**src/rtl/ldm_stm_seq.sv**
```systemverilog
// ldm_stm_seq: expands an LDM/STM into ascending single-word accesses with optional base writeback
module ldm_stm_seq (
  input  logic        clk,
  input  logic        rst,
  input  logic        i_start,
  input  logic [15:0] i_reglist,
  input  logic [31:0] i_base,
  input  logic [3:0]  i_base_code,
  input  logic        i_load,
  input  logic        i_up,
  input  logic        i_pre,
  input  logic        i_wback,
  output logic        o_mem_req,
  output logic [31:0] o_mem_addr,
  output logic        o_mem_we,
  output logic [3:0]  o_mem_reg_code,
  input  logic        i_mem_ack,
  output logic        o_wb_vld,
  output logic        o_wb_src,
  output logic [3:0]  o_wb_code,
  output logic [31:0] o_wb_op,
  output logic        o_busy,
  output logic        o_stall,
  output logic        o_done
);
  typedef enum logic [1:0] {IDLE, XFER, WBACK, DONE} state_t;
  state_t state, nxt;
  logic [15:0] mask;
  logic [31:0] addr, wb_val, n4, start_addr;
  logic [3:0]  base_code, low;
  logic [4:0]  cnt;
  logic        load, do_wb, last, ack_x, xfer, wb_ld, wb_b, go;
  always_comb begin
    cnt = '0;
    for (int i = 0; i < 16; i++) cnt = cnt + 5'(i_reglist[i]);
  end
  always_comb begin
    low = '0;
    for (int i = 15; i >= 0; i--) if (mask[i]) low = 4'(i);
  end
  assign n4 = {25'd0, cnt, 2'b00};
  // Every mode walks upward from the lowest address, so decrement modes start below the base.
  assign start_addr = i_up ? (i_pre ? i_base + 32'd4 : i_base)
                           : (i_pre ? i_base - n4 : i_base - n4 + 32'd4);
  assign last  = (mask & (mask - 16'd1)) == 16'd0;
  assign xfer  = state == XFER;
  assign ack_x = xfer && i_mem_ack;
  assign go    = state == IDLE && i_start;
  always_ff @(posedge clk)
    if (rst) state <= IDLE;
    else state <= nxt;
  always_comb begin
    nxt = state == IDLE  ? (i_start ? (|i_reglist ? XFER : DONE) : IDLE) :
          state == XFER  ? (ack_x && last ? (do_wb ? WBACK : DONE) : XFER) :
          state == WBACK ? DONE : IDLE;
  end
  always_ff @(posedge clk)
    if (rst) begin
      mask      <= '0;
      addr      <= '0;
      wb_val    <= '0;
      base_code <= '0;
      load      <= 1'b0;
      do_wb     <= 1'b0;
    end else if (go) begin
      mask      <= i_reglist;
      addr      <= start_addr;
      wb_val    <= i_up ? i_base + n4 : i_base - n4;
      base_code <= i_base_code;
      load      <= i_load;
      // A loaded base overrides the writeback value.
      do_wb     <= i_wback && !(i_load && i_reglist[i_base_code]);
    end else if (ack_x) begin
      mask <= mask & (mask - 16'd1);
      addr <= addr + 32'd4;
    end
  assign wb_ld = ack_x && load;
  assign wb_b  = state == WBACK;
  always_comb begin
    o_mem_req      = xfer;
    o_mem_addr     = xfer ? addr : '0;
    o_mem_we       = xfer && !load;
    o_mem_reg_code = xfer ? low : '0;
    o_wb_vld       = wb_ld || wb_b;
    o_wb_src       = wb_b;
    o_wb_code      = wb_b ? base_code : (wb_ld ? low : '0);
    o_wb_op        = wb_b ? wb_val : '0;
    o_busy         = state != IDLE;
    o_stall        = xfer || wb_b;
    o_done         = state == DONE;
  end
endmodule

```
**config.mk**
```make
export PLATFORM = sky130hd
export DESIGN_NAME = ldm_stm_seq
export DESIGN_NICKNAME = d
export VERILOG_FILES = /design/src/rtl/ldm_stm_seq.sv
export SDC_FILE = /design/constraint.sdc
export NUM_CORES = 1
export LEC_CHECK = 0
export ABC_CLOCK_PERIOD_IN_PS = 7000
export CAP_MARGIN = 20
export CELL_PAD_IN_SITES_DETAIL_PLACEMENT = 0
export CELL_PAD_IN_SITES_GLOBAL_PLACEMENT = 1
export CORE_ASPECT_RATIO = 1.5
export CORE_MARGIN = 1.5
export CORE_UTILIZATION = 36
export CTS_CLUSTER_SIZE = 14
export DETAILED_ROUTE_END_ITERATION = 7
export GPL_TIMING_DRIVEN = 0
export PLACE_DENSITY_LB_ADDON = 0.1
export SYNTH_ARGS = -nofsm -noshare
export SYNTH_HDL_FRONTEND = slang
export SYNTH_SLANG_ARGS = --single-unit
```
**constraint.sdc**
```tcl
create_clock -name clk -period 7 [get_ports clk]
set_clock_uncertainty 0.1 [all_clocks]
set_input_delay 1.05 -clock clk [delete_from_list [all_inputs] [get_ports clk]]
set_output_delay 1.05 -clock clk [all_outputs]
set_load 0.01 [all_outputs]
```
Word level (Yosys, flattened, before mapping)
Index checks and enable logic that the tools add are counted.
Operators by class
  eq/ne operators: 3
  add/sub/neg operators: 21
  multiplexer cells: 38
  reduce and logical (&&, ||, !) cells: 16
  order comparisons: 1
  bitwise logic cells: 1
Operators with widths (count)
  two-way mux 32 bit: 8
  adder 32 x 3 -> 32 bit (second input constant): 3
  two-way mux 4 bit: 19
  adder 5 x 1 -> 5 bit: 11
  adder 32 x 7 -> 32 bit: 1
  two-way mux 16 bit: 2
  subtractor 32 x 7 -> 32 bit: 1
  AND 16 bit: 1
  logical NOT 16 bit: 1
  OR reduction 16 bit: 1
  subtractor 16 x 1 -> 16 bit (second input constant): 1
  two-way mux 2 bit: 6
  logical AND 1 bit: 7
  adder 4 x 1 -> 5 bit: 1
  less-than comparator 4 x 5 -> 1 bit (second input constant): 1
  adder 3 x 1 -> 4 bit: 1
  binary-select mux 1 bit (select 4 bit): 1
  == test 2 bit (second input constant): 2
  nonzero test 2 bit: 2
  adder 2 x 1 -> 3 bit: 1
  adder 1 x 1 -> 2 bit: 1
  == test 2 x 1 -> 1 bit (second input constant): 1
  logical NOT 1 bit: 2
  logical NOT 2 bit: 1
  2 further kinds: 4
Storage, ports and cells
  bits in registers: 88
  output and inout port bits: 79
  logic and storage cells: 87
  input port bits: 60

Depth between registers and ports, before layout
  word-level depth: 20
  gate-level depth with buffers: 24
  gate-level depth less buffers: 23

Worst setup path after synthesis
OpenSTA, ideal clock, no wires.
  path type: input -> register
  from: input port i_reglist[0]
  to: register addr[29]
  data arrival time: 6.807 ns
  buffers on the path: 1
  setup time: 0.120 ns
  cell stages on the path: 19
  data required time: 6.780 ns
  path slack: -0.027 ns
  path through: inv_1 fa_1 fa_1 fa_1 fa_1 inv_1 ha_1 fa_1 fa_1 or2_2 a211oi_2 clkbuf_1 mux2_2 mux2i_1 nand3_2 nor3_2 nand4_1 xor2_1 o31a_1
On the way
  longest elaborated chain between the ends: 20
RTL lines
  from (decl): line 6  | input logic [15:0] i_reglist,
  adder 1 x 1 -> 2 bit (*): line 35  | for (int i = 0; i < 16; i++) cnt = cnt + 5'(i_reglist[i]);
  adder 2 x 1 -> 3 bit (*): line 35
  adder 3 x 1 -> 4 bit (*): line 35
  adder 4 x 1 -> 5 bit (*): line 35
  adder 5 x 1 -> 5 bit (*) (11 in series): line 35
  subtractor 32 x 7 -> 32 bit (*): line 44  | : (i_pre ? i_base - n4 : i_base - n4 + 32'd4);
  adder 32 x 3 -> 32 bit: line 44
  two-way mux 32 bit (*): line 44
  two-way mux 32 bit (*): line 43  | assign start_addr = i_up ? (i_pre ? i_base + 32'd4 : i_base)
  two-way mux 32 bit (*): line 65  | end else if (go) begin
  to (signal assigned): line 67  | addr <= start_addr;
  to (signal assigned): line 75  | addr <= addr + 32'd4;
  to (decl): line 29  | logic [31:0] addr, wb_val, n4, start_addr;
Every way passes the cells marked *; elsewhere a longest branch is shown, timed or not.
A chain may end at the register's enable or synchronous reset.

Worst setup path after layout
  from: input port i_reglist[7]
  to: register addr[19]
On the way
  longest elaborated chain between the ends: 14
RTL lines (line)
  adder 5 x 1 -> 5 bit (*) (9 in series): 35
  subtractor 32 x 7 -> 32 bit (*): 44
  adder 32 x 3 -> 32 bit: 44
  two-way mux 32 bit (*): 44
  two-way mux 32 bit (*): 43
  two-way mux 32 bit (*): 65
Marked as above.

==> out/metrics.sh <==
YS_TYPES=83
CRITICAL_PATH.STARTPOINT_TYPE='input pin'
POST_ROUTE_CORE_UTILIZATION_PCT=47.6
IRDROPWORSTVDD_mV=0.280
INTERNAL_POWER_mW=1.59
SWITCHING_SHARE_PCT=44.0
REMAINING_DRC_ERRORS=0
WIRE_LENGTH_OF_THE_FIRST_GLOBAL_ROUTING_PASS_UM=54000
PLACE.PORT_BUFFERS=128
POWER_PER_CELL_AREA_mW_PER_MM2=253
FINAL_LAYOUT_SIZE_SUFFIX_GT1_SHARE_PCT=10.2
TIMING.FINAL.MAX_SLEW_VIOLATIONS=0
AVGVIACOUNTPERCELL=5.56
SWITCHINGPOWER_mW=1.25
TIMING.CRITICAL_PATH.FANOUT_MAX=5
CLKLATENCYLATEPIN_PS=360
GLOBALROUTE.TOTALOVERFLOW=0
RUN_STATUS='completed'
LARGEST_NET_DEGREE_AT_THE_START_OF_GLOBAL_ROUTING=16
FLOORPLAN.DIE_AREA_MM2=0.0250
DPL_CELL_AREA_MM2=0.0104
SYNTH.LARGEST_AREA_CELL='sky130_fd_sc_hd__dfxtp_1'
END_KIND='flip-flop'
CHIPWIDTH_UM=130
DP.CELLS=1645
GRT_USAGE_PCT=29.1
HOLDCRITPATHCLASS='flip-flop to flip-flop'
CTS_MAX_LEVEL=3
HOLD_VIOL_FINAL=0
IOPINCOUNT=139
CRITPATHARRIVALTIME_PS=6960
PLACE.DETAILED.HPWL_UM=29100
SYNTH_FLOP_CELL='sky130_fd_sc_hd__dfxtp_1'
DIE_HEIGHT_UM=193
FINISH_STAGE_SETUP_VIOLS=0
WORSTMARGINPINSLEW_PS=893
CTSHOLDBUFFERS=0
PORTION_OF_THE_CLOCK_CYCLE_CONSUMED_BY_THE_WORST_PATH_IN_THE_FINAL_LAYOUT_PCT=97.9
WIRELENGTH_UM=36200
LAYOUT_MIN_CYCLE_TIME_PS=6850
TRITONCTS='done'
CLKSINKCOUNT=88
P_COMB_SHARE_PCT=59.2
NUMBER_OF_ANTENNA_VIOLATIONS_AT_THE_FIRST_CHECK_IN_GLOBAL_ROUTING=0
WORST-SETUP-PATH-TYPE='input pin to flip-flop'
CLK_PIN_SLEW_PS=70
FIRST_GLOBAL_VIAS=9030
RSZ_0062_RAISED_AFTER_GLOBAL_ROUTING='false'
PWR-SHARE-SEQ_PCT=20.7
SYNTHCELLS=1197
CTS.PATH.MAX_BUFFERS=2
YOSYS_REGISTER_BITS=88
FINAL_LAYOUT_NET_COUNT=1453
CELLS_TAKING_THE_MOST_AREA_AFTER_SYNTHESIS='sky130_fd_sc_hd__dfxtp_1, sky130_fd_sc_hd__xnor2_1, sky130_fd_sc_hd__nand2_1'
POST-SYNTH-TOP-AREA-FRACTION_PCT=20.3
ANTENNADIODECOUNT=0
TIMING.MAX_CAP.VIOLATIONS=0
FINISH.CELL_COUNT_WITHOUT_FILLERS=1681
TIMING.SLEW.HEADROOM_PCT=40.5
LEAKAGE_POWER_nW=3.94
ROUTEDWLPERCELL_UM=21.5
CTS-BUFFERS-INSERTED=9
SYN-NUM-NETS=1293
CTSROOTBUFFERMASTER='sky130_fd_sc_hd__clkbuf_16'
ANT_NETS=0
SYNTH_AREA_MM2=0.00866
LAYOUT.CELL_AREA.NON_FILLER_MM2=0.0113
DRT-PASS1-ITER-COUNT=5
YOSYSSEQAREASHARE_PCT=20.3
YOSYS_WARNINGS=0
AREAGROWTHSYNTHTOFINISH_PCT=29.9
WORST_HOLD_SLACK_PS=347
YS_ASYNC_SR_FRACTION_PCT=0
SYN-MEAN-INSTANCE-AREA_UM2=7.24
SYNTH_EDF_COUNT=0
POST-LAYOUT-TOTAL-POWER_mW=2.85
SHARE_CLK_OF_TOTAL_POWER_PCT=20.1
START_UTIL_PCT=36.6
CORE_REGION_AREA_MM2=0.0237
CRITICAL_PATH_REQUIRED_PS=7110
GPL.FINAL_WEIGHTED_CONGESTION=0.955
FP-ROW-COUNT=69
ROUTE.VIAS.TOTAL=9346
CLOCK.FMAX_MHz=146
DRT-INITIAL-DRC-COUNT=624
TIMING.REG2REG.SETUP_SLACK_PS=3770
## state kept, by name, summed over array words and instances, names as in the netlist
name,flops
addr,32
wb_val,32
mask,16
base_code,4
state,2
do_wb,1
load,1
## repair_timing
action,CTS,global route
pin swaps,16,16
setup endpoints to repair,42,20
setup buffers,16,6
gates resized for setup,79,22
## cell usage after synthesis (4+ instances only)
library cell	count
sky130_fd_sc_hd__o22ai_1	4
sky130_fd_sc_hd__nor4_1	27
sky130_fd_sc_hd__nor3_1	38
sky130_fd_sc_hd__mux2i_1	10
sky130_fd_sc_hd__a221oi_1	6
sky130_fd_sc_hd__a31oi_1	8
sky130_fd_sc_hd__clkbuf_1	72
sky130_fd_sc_hd__o31a_1	4
sky130_fd_sc_hd__or2_2	7
sky130_fd_sc_hd__or4_1	8
sky130_fd_sc_hd__a211o_1	4
sky130_fd_sc_hd__dfxtp_1	88
sky130_fd_sc_hd__buf_2	4
sky130_fd_sc_hd__a211oi_1	22
sky130_fd_sc_hd__nor2_1	97
sky130_fd_sc_hd__nand3_1	43
sky130_fd_sc_hd__o211ai_1	13
sky130_fd_sc_hd__nand4_1	26
sky130_fd_sc_hd__xnor2_1	75
sky130_fd_sc_hd__a311oi_1	6
sky130_fd_sc_hd__o21ai_0	29
sky130_fd_sc_hd__o311ai_0	4
sky130_fd_sc_hd__nand2_1	146
sky130_fd_sc_hd__and2_1	75
sky130_fd_sc_hd__and4_1	10
sky130_fd_sc_hd__mux4_2	6
sky130_fd_sc_hd__o21bai_1	5
sky130_fd_sc_hd__ha_1	24
sky130_fd_sc_hd__inv_1	51
sky130_fd_sc_hd__buf_1	14
sky130_fd_sc_hd__nor2b_1	10
sky130_fd_sc_hd__o31ai_1	4
sky130_fd_sc_hd__a21oi_1	97
sky130_fd_sc_hd__nand2b_1	8
sky130_fd_sc_hd__xor2_1	41
sky130_fd_sc_hd__o21ai_1	5
sky130_fd_sc_hd__fa_1	12
sky130_fd_sc_hd__and3_1	15
sky130_fd_sc_hd__a21o_1	5
sky130_fd_sc_hd__or3_1	8
## power groups by stage
| stage | Combinational (mW) | Sequential [mW] | Clock (mW) |
|---|---|---|---|
| after floorplan | 0.925 | 0.588 | 0 |
| final | 1.68 | 0.590 | 0.572 |
| after CTS | 1.61 | 0.590 | 0.575 |
| after detailed placement | 1.34 | 0.602 | 0 |
| after global placement | 1.33 | 0.600 | 0 |
| after global routing | 1.83 | 0.596 | 0.597 |
## layout make-up
cell class	instances	area, um^2
Timing Repair Buffer	151	1430
Inverter	51	191
Sequential cell	88	1760
Fill cell	2523	12400
Clock buffer	10	229
Buffer	89	367
Tap cell	319	399
Multi-Input combinational cell	967	6760
Clock inverter	6	113
## worst paths after layout
check | startpoint | depth (start not counted) | to
max | i_reglist[7] | 22 | addr[19]
min | wb_val[12] | 2 | wb_val[12]
max reg2reg | mask[2] | 11 | state[1]
min reg2reg | wb_val[12] | 2 | wb_val[12]
## logic make-up after synthesis
logic type      count (synthesis)  synth area share, %
compound gates                249                 19.0
xor+xnor                      117                 11.9
fa+ha+maj                      39                 6.59
buf+inv                       142                 6.30
flops                          88                 20.3
mux                            18                 2.98
simple gates                  544                 32.9
## routing by layer
layer | routed length [um] | up-vias | track usage (%) | part of all wire (%)
met5 | 0 | - | 0 | 0
met4 | 1640 | 0 | 13.8 | 4.5
met3 | 1220 | 71 | 2.18 | 3.4
met2 | 19000 | 278 | 54.6 | 52
met1 | 14400 | 4476 | 32.8 | 40
li1 | - | 4521 | - | -
## worst max-delay path, cell delays in order
cell and delay [ps]:
sky130_fd_sc_hd__clkdlybuf4s15_1 260, sky130_fd_sc_hd__inv_1 80, sky130_fd_sc_hd__fa_1 520, sky130_fd_sc_hd__fa_1 450, sky130_fd_sc_hd__fa_2 560, sky130_fd_sc_hd__fa_1 410
sky130_fd_sc_hd__inv_1 80, sky130_fd_sc_hd__ha_2 190, sky130_fd_sc_hd__fa_2 520, sky130_fd_sc_hd__buf_4 180, sky130_fd_sc_hd__inv_1 40, sky130_fd_sc_hd__ha_1 150
sky130_fd_sc_hd__o21ba_4 180, sky130_fd_sc_hd__or4_4 580, sky130_fd_sc_hd__a211oi_4 300, sky130_fd_sc_hd__o32ai_4 160, sky130_fd_sc_hd__buf_4 170, sky130_fd_sc_hd__nor4_4 310
sky130_fd_sc_hd__nand2_1 140, sky130_fd_sc_hd__a211o_1 340, sky130_fd_sc_hd__mux2i_2 220, sky130_fd_sc_hd__a211oi_1 70
## placed cells by master, fill, tap and decap left out, types with 14 or more instances in the layout
master                              n
sky130_fd_sc_hd__o21ai_0           28
sky130_fd_sc_hd__nor2_1            94
sky130_fd_sc_hd__xnor2_1           72
sky130_fd_sc_hd__inv_1             51
sky130_fd_sc_hd__ha_1              19
sky130_fd_sc_hd__nor3_1            37
sky130_fd_sc_hd__clkdlybuf4s50_1  119
sky130_fd_sc_hd__nor4_1            19
sky130_fd_sc_hd__a21oi_1           93
sky130_fd_sc_hd__xor2_1            38
sky130_fd_sc_hd__and2_1            74
sky130_fd_sc_hd__buf_4             23
sky130_fd_sc_hd__buf_1             14
sky130_fd_sc_hd__clkbuf_1          69
sky130_fd_sc_hd__nand2_1          145
sky130_fd_sc_hd__a211oi_1          21
sky130_fd_sc_hd__dfxtp_1           88
sky130_fd_sc_hd__nand4_1           26
sky130_fd_sc_hd__nand3_1           41
sky130_fd_sc_hd__and3_1            14
## per-stage QoR
| stage | setup WS (ps) | setup TNS [ps] |
|---|---|---|
| 4_1_cts | 15.9 | 0 |
| 2_1_floorplan | 80.0 | 0 |
| 6_report | 147 | 0 |
| 5_1_grt | 4.36 | 0 |
| 3_5_place_dp | -1490 | -39330 |
| 3_3_place_gp | -1510 | -42710 |
(Power assumes the default switching activity.)
==> edit 1 (same settings) <==
Reset style: asynchronous (`rst`), changed in 2 clocked blocks.
--- a/src/rtl/ldm_stm_seq.sv
+++ b/src/rtl/ldm_stm_seq.sv
@@ -46,7 +46,7 @@
   assign xfer  = state == XFER;
   assign ack_x = xfer && i_mem_ack;
   assign go    = state == IDLE && i_start;
-  always_ff @(posedge clk)
+  always_ff @(posedge clk or posedge rst)
     if (rst) state <= IDLE;
     else state <= nxt;
   always_comb begin
@@ -54,7 +54,7 @@
           state == XFER  ? (ack_x && last ? (do_wb ? WBACK : DONE) : XFER) :
           state == WBACK ? DONE : IDLE;
   end
-  always_ff @(posedge clk)
+  always_ff @(posedge clk or posedge rst)
     if (rst) begin
       mask      <= '0;
       addr      <= '0;
Check against the original RTL: differs if rst is asserted again (counterexample within 4 cycles, from zero or initial values and one cycle with rst high); with rst held inactive, the same outputs for 4 cycles.
==> edit 1 against the original RTL <==
Cell area up 4.0%; routed wire length down 4.8%; sequential cell count unchanged; cell count down 3.8%; synthesized area down 0.85%; setup slack worse by 0.33 ns; clock power down 20%; the run now ends with negative setup slack left; power up 53%.
==> edit 1: results (changes against the original RTL) <==
[route]
vias = 8872  ; was 9346
finalWirelength_mm = 34.5  ; was 36.2 mm
drt-initial-drc-count = 569  ; was 624

[global_route]
antenna_found_initial = 0  ; unchanged
grt.total_usage_pct = 27.8  ; was 29.1%
grt_max_degree = 46  ; was 16
grt_pass1_vias = 8731  ; was 9030

[yosys]
synthAdderAreaFrac_pct = 6.53  ; was 6.59%
ys_types = 75  ; was 83
synth_mux_area_share_pct = 2.88  ; was 2.98%
netlist_top_cells_count = 136 x nand2_1, 88 x dfrtp_1, 77 x o21ai_0, 72 x and2_1  ; was 146 x nand2_1, 97 x a21oi_1, 97 x nor2_1, 88 x dfxtp_1
ys_seq_area_share_pct = 25.6  ; was 20.3%
async_flop_share_pct = 100  ; was 0%
synth_nets = 1201  ; was 1293
synth.area.top_cells = dfrtp_1 26%, xnor2_1 6.9%, nand2_1 5.9%  ; was dfxtp_1 20%, xnor2_1 7.6%, nand2_1 6.3%
synth_compound_area_share_pct = 17.8  ; was 19.0%

[outcome]
status = finished with violations  ; was complete, no violations
violations = negative setup slack

[clock_network]
clk_latency_ns = 0.34  ; was 0.36 ns

[cells_and_area]
drive_gt1_share_pct = 16.4  ; was 10.2%
fillers = 2366  ; was 2523
layout.nets = 1390  ; was 1453

[worst_setup_path]
cpPeakStageDelay_ns = 0.60  ; was 0.58 ns
rr_startpoint = state[1]  ; was mask[2]
cp_slowest_cell = fa_2  ; was or4_4
reg2reg_depth = 10  ; was 11

[sta]
fin_ws_ns = -0.180  ; was 0.147 ns
setup_viol = 7  ; was 0
worst_pin_slew_ns = 1.02  ; was 0.893 ns

[min_path]
min_from = wb_val[0]  ; was wb_val[12]

[power]
p_comb_share_pct = 66.7  ; was 59.2%
leakagePower_nw = 4.55  ; was 3.94 nW
p_total_mw = 4.36  ; was 2.85 mW
clk-power_mw = 0.456  ; was 0.572 mW

[placement]
place.gp.congestion = 0.913  ; was 0.955
dp_hpwl_mm = 27.1  ; was 29.1 mm
portBuffers = 122  ; was 128

-- edit 1: changes by cell type after synthesis, sizes merged, moves of 21 or more --
cell / unedited run / this run
dfxtp: 88 / 0
nor2: 99 / 68
dfrtp: 0 / 88
a21oi: 97 / 51
o21ai: 34 / 79
a211oi: 24 / 3
-- edit 1: final timing paths --
check | slack [ns] | endpoint
setup / recovery | -0.18 | addr[24]
hold / removal | 0.37 | wb_val[0]
setup reg to reg | 3.23 | addr[31]
hold reg to reg | 0.37 | wb_val[0]
max in group asynchronous | 5.12 | addr[27]
min in group asynchronous | 1.04 | wb_val[4]
-- edit 1: worst max-delay path: cells and delay by family --
| family | cells | cell delay, ns |
|---|---|---|
| compound gates | 5 | 0.85 |
| simple gates | 5 | 2.35 |
| fa+ha+maj | 7 | 2.62 |
| buf+inv | 5 | 0.40 |
-- edit 1: per-layer routing --
metal	global-route usage, %	routed length, um	part of all wire [%]
met5	0	0	0
met4	11.3	1290	3.7
met3	2.37	1280	3.7
met2	51.1	18000	52
met1	32.7	13900	40
-- edit 1: layout make-up --
cell class	count	share of cell area, %
Clock buffer	12	2.19
Tap cell	319	3.41
Multi-Input combinational cell	891	55.4
Inverter	53	1.98
Clock inverter	3	0.150
Buffer	67	2.50
Timing Repair Buffer	184	15.6
Sequential cell	88	18.8
-- edit 1: timing repair --
action	in CTS	in global routing
cloned	0	1
endpoints found under the setup margin	27	17
pin swaps	42	43
gates resized for setup	130	65
buffers inserted	32	28
-- edit 1: metrics by stage --
stage	hold slack [ns]	setup slack, ns	std cells	util [%]	cell area, um^2
floorplan	0.338	-0.107	1105	-	8680
global placement	0.350	-1.45	1546	43.7	10300
detailed placement	0.356	-1.52	1547	43.8	10300
CTS	0.372	-0.417	1592	47.5	11200
global route	0.383	-0.315	1617	49.7	11700
finish	0.371	-0.180	1617	49.7	11700
==> edit 2 (same settings) <==
Made on the original files. Encoding of `state_t`: now one-hot (4 bits for 4 states).
--- a/src/rtl/ldm_stm_seq.sv
+++ b/src/rtl/ldm_stm_seq.sv
@@ -23,7 +23,7 @@
   output logic        o_stall,
   output logic        o_done
 );
-  typedef enum logic [1:0] {IDLE, XFER, WBACK, DONE} state_t;
+  typedef enum logic [3:0] {IDLE = 4'b0001, XFER = 4'b0010, WBACK = 4'b0100, DONE = 4'b1000} state_t;
   state_t state, nxt;
   logic [15:0] mask;
   logic [31:0] addr, wb_val, n4, start_addr;
Behaviour: no difference found for any inputs over 4 cycles, from zero or initial values and one cycle with rst high; so few cycles prove little.
==> edit 2 against the original RTL <==
Power fell by 7.7%; routed wire length fell by 4.0%; sequential cell count rose by 2; critical path depth rose by 2; synthesized cell count fell by 1.5%; setup slack got worse by 0.034 ns; critical endpoint is now addr[17]; synthesized area fell by 2.9%; cell area fell by 2.6%; via count fell by 2.2%.
==> edit 2: results (changes against the original RTL) <==
[worst_setup_path]
arrival_ns = 7.03  ; was 6.96 ns
path_max_fanout = 5  ; unchanged
cp_slowest_cell = or4b_4  ; was or4_4
reg2reg_slack_ns = 3.44  ; was 3.77 ns
reg2reg_to = addr[27]  ; was state[1]
reg2reg_depth = 10  ; was 11
crit_start = i_reglist[0]  ; was i_reglist[7]
rr_startpoint = state[3]  ; was mask[2]

[yosys]
synth_compound_area_share_pct = 19.2  ; was 19.0%
synthAdderAreaFrac_pct = 5.95  ; was 6.59%
syn_area_per_cell_um2 = 7.13  ; was 7.24 um^2
synth_nets = 1271  ; was 1293
synth_xor_area_share_pct = 12.0  ; was 11.9%
ys_seq_area_share_pct = 21.4  ; was 20.3%
netlist_top_cells_count = 147 x nand2_1, 123 x nor2_1, 90 x dfxtp_1, 76 x a21oi_1, 71 x and2_1  ; was 146 x nand2_1, 97 x a21oi_1, 97 x nor2_1, 88 x dfxtp_1
synth_mux_area_share_pct = 1.93  ; was 2.98%
ys_types = 78  ; was 83
synth.area.top_cells = dfxtp_1 21%, xnor2_1 6.7%, nand2_1 6.6%  ; was dfxtp_1 20%, xnor2_1 7.6%, nand2_1 6.3%

[route]
wl_met3_mm = 1.41  ; was 1.22 mm
wl_met1_mm = 13.8  ; was 14.4 mm
drt-initial-drc-count = 585  ; was 624
vias = 9143  ; was 9346
viasPerCell = 5.62  ; was 5.56
wl_met2_mm = 17.9  ; was 19.0 mm
top_layer = met4  ; unchanged
finalWirelength_mm = 34.8  ; was 36.2 mm
dr.pass1.iters = 7  ; was 5

[power]
irDropWorstVdd_v = 0.000300  ; was 0.000280 V
powerSeq_mw = 0.608  ; was 0.590 mW
p_sw_mw = 1.14  ; was 1.25 mW
swShare_pct = 43.3  ; was 44.0%
leakagePower_nw = 4.00  ; was 3.94 nW
comb_power_mw = 1.51  ; was 1.68 mW

[placement]
place.gp.congestion = 0.925  ; was 0.955
post-place-ws_ns = -1.36  ; was -1.49 ns
dp_cells = 1581  ; was 1645
dp_hpwl_mm = 27.7  ; was 29.1 mm
portBuffers = 121  ; was 128
place_area_um2 = 10000  ; was 10400 um^2

[sta]
worst_pin_slew_ns = 1.04  ; was 0.893 ns
hold_ws_ns = 0.344  ; was 0.347 ns
post-route-period-util_pct = 98.4  ; was 97.9%

[global_route]
met3_usage_pct = 2.05  ; was 2.18%
grt_pass1_wl_mm = 51.9  ; was 54.0 mm
gr-usage-met2_pct = 51.6  ; was 54.6%
grt_pass1_vias = 8936  ; was 9030
grt.total_usage_pct = 28.3  ; was 29.1%
gr-usage-met1_pct = 33.2  ; was 32.8%

[cells_and_area]
drive_gt1_share_pct = 12.0  ; was 10.2%
layout.nets = 1433  ; was 1453
fillers = 2400  ; was 2523

[min_path]
min_to = wb_val[21]  ; was wb_val[12]
min_from = wb_val[21]  ; was wb_val[12]

[outcome]
status = complete, no violations  ; unchanged

==> edit 2: cell count changes after synthesis, moves of 11 or more <==
cell      change
clkbuf_1     -14
or3_1        +11
buf_2        +14
a22oi_1      +15
a21oi_1      -21
xnor2_1      -11
nor2_1       +26
==> edit 2: what timing repair did <==
item / 4_1_cts / 5_1_grt
endpoints found under the setup margin: 33 / 19
gates resized for setup: 102 / 52
pin swaps: 25 / 31
buffers inserted: 22 / 10
==> edit 2: cell type report <==
class,instances,area (um^2),area share [%]
inverters,50,195,1.78
flip-flops and latches,90,1800,16.4
plain buffers,82,347,3.16
repair buffers,154,1510,13.8
clock inverters,6,65.1,0.594
well taps,280,350,3.20
clock buffers,10,239,2.18
multi-input cells,954,6450,58.9
==> edit 2: worst max-delay path by stage <==
stage,end,cells after the start
after floorplan,addr[16],22
after global placement,addr[30],23
after detailed placement,addr[30],23
after CTS,addr[16],23
after global routing,addr[16],21
final,addr[17],24
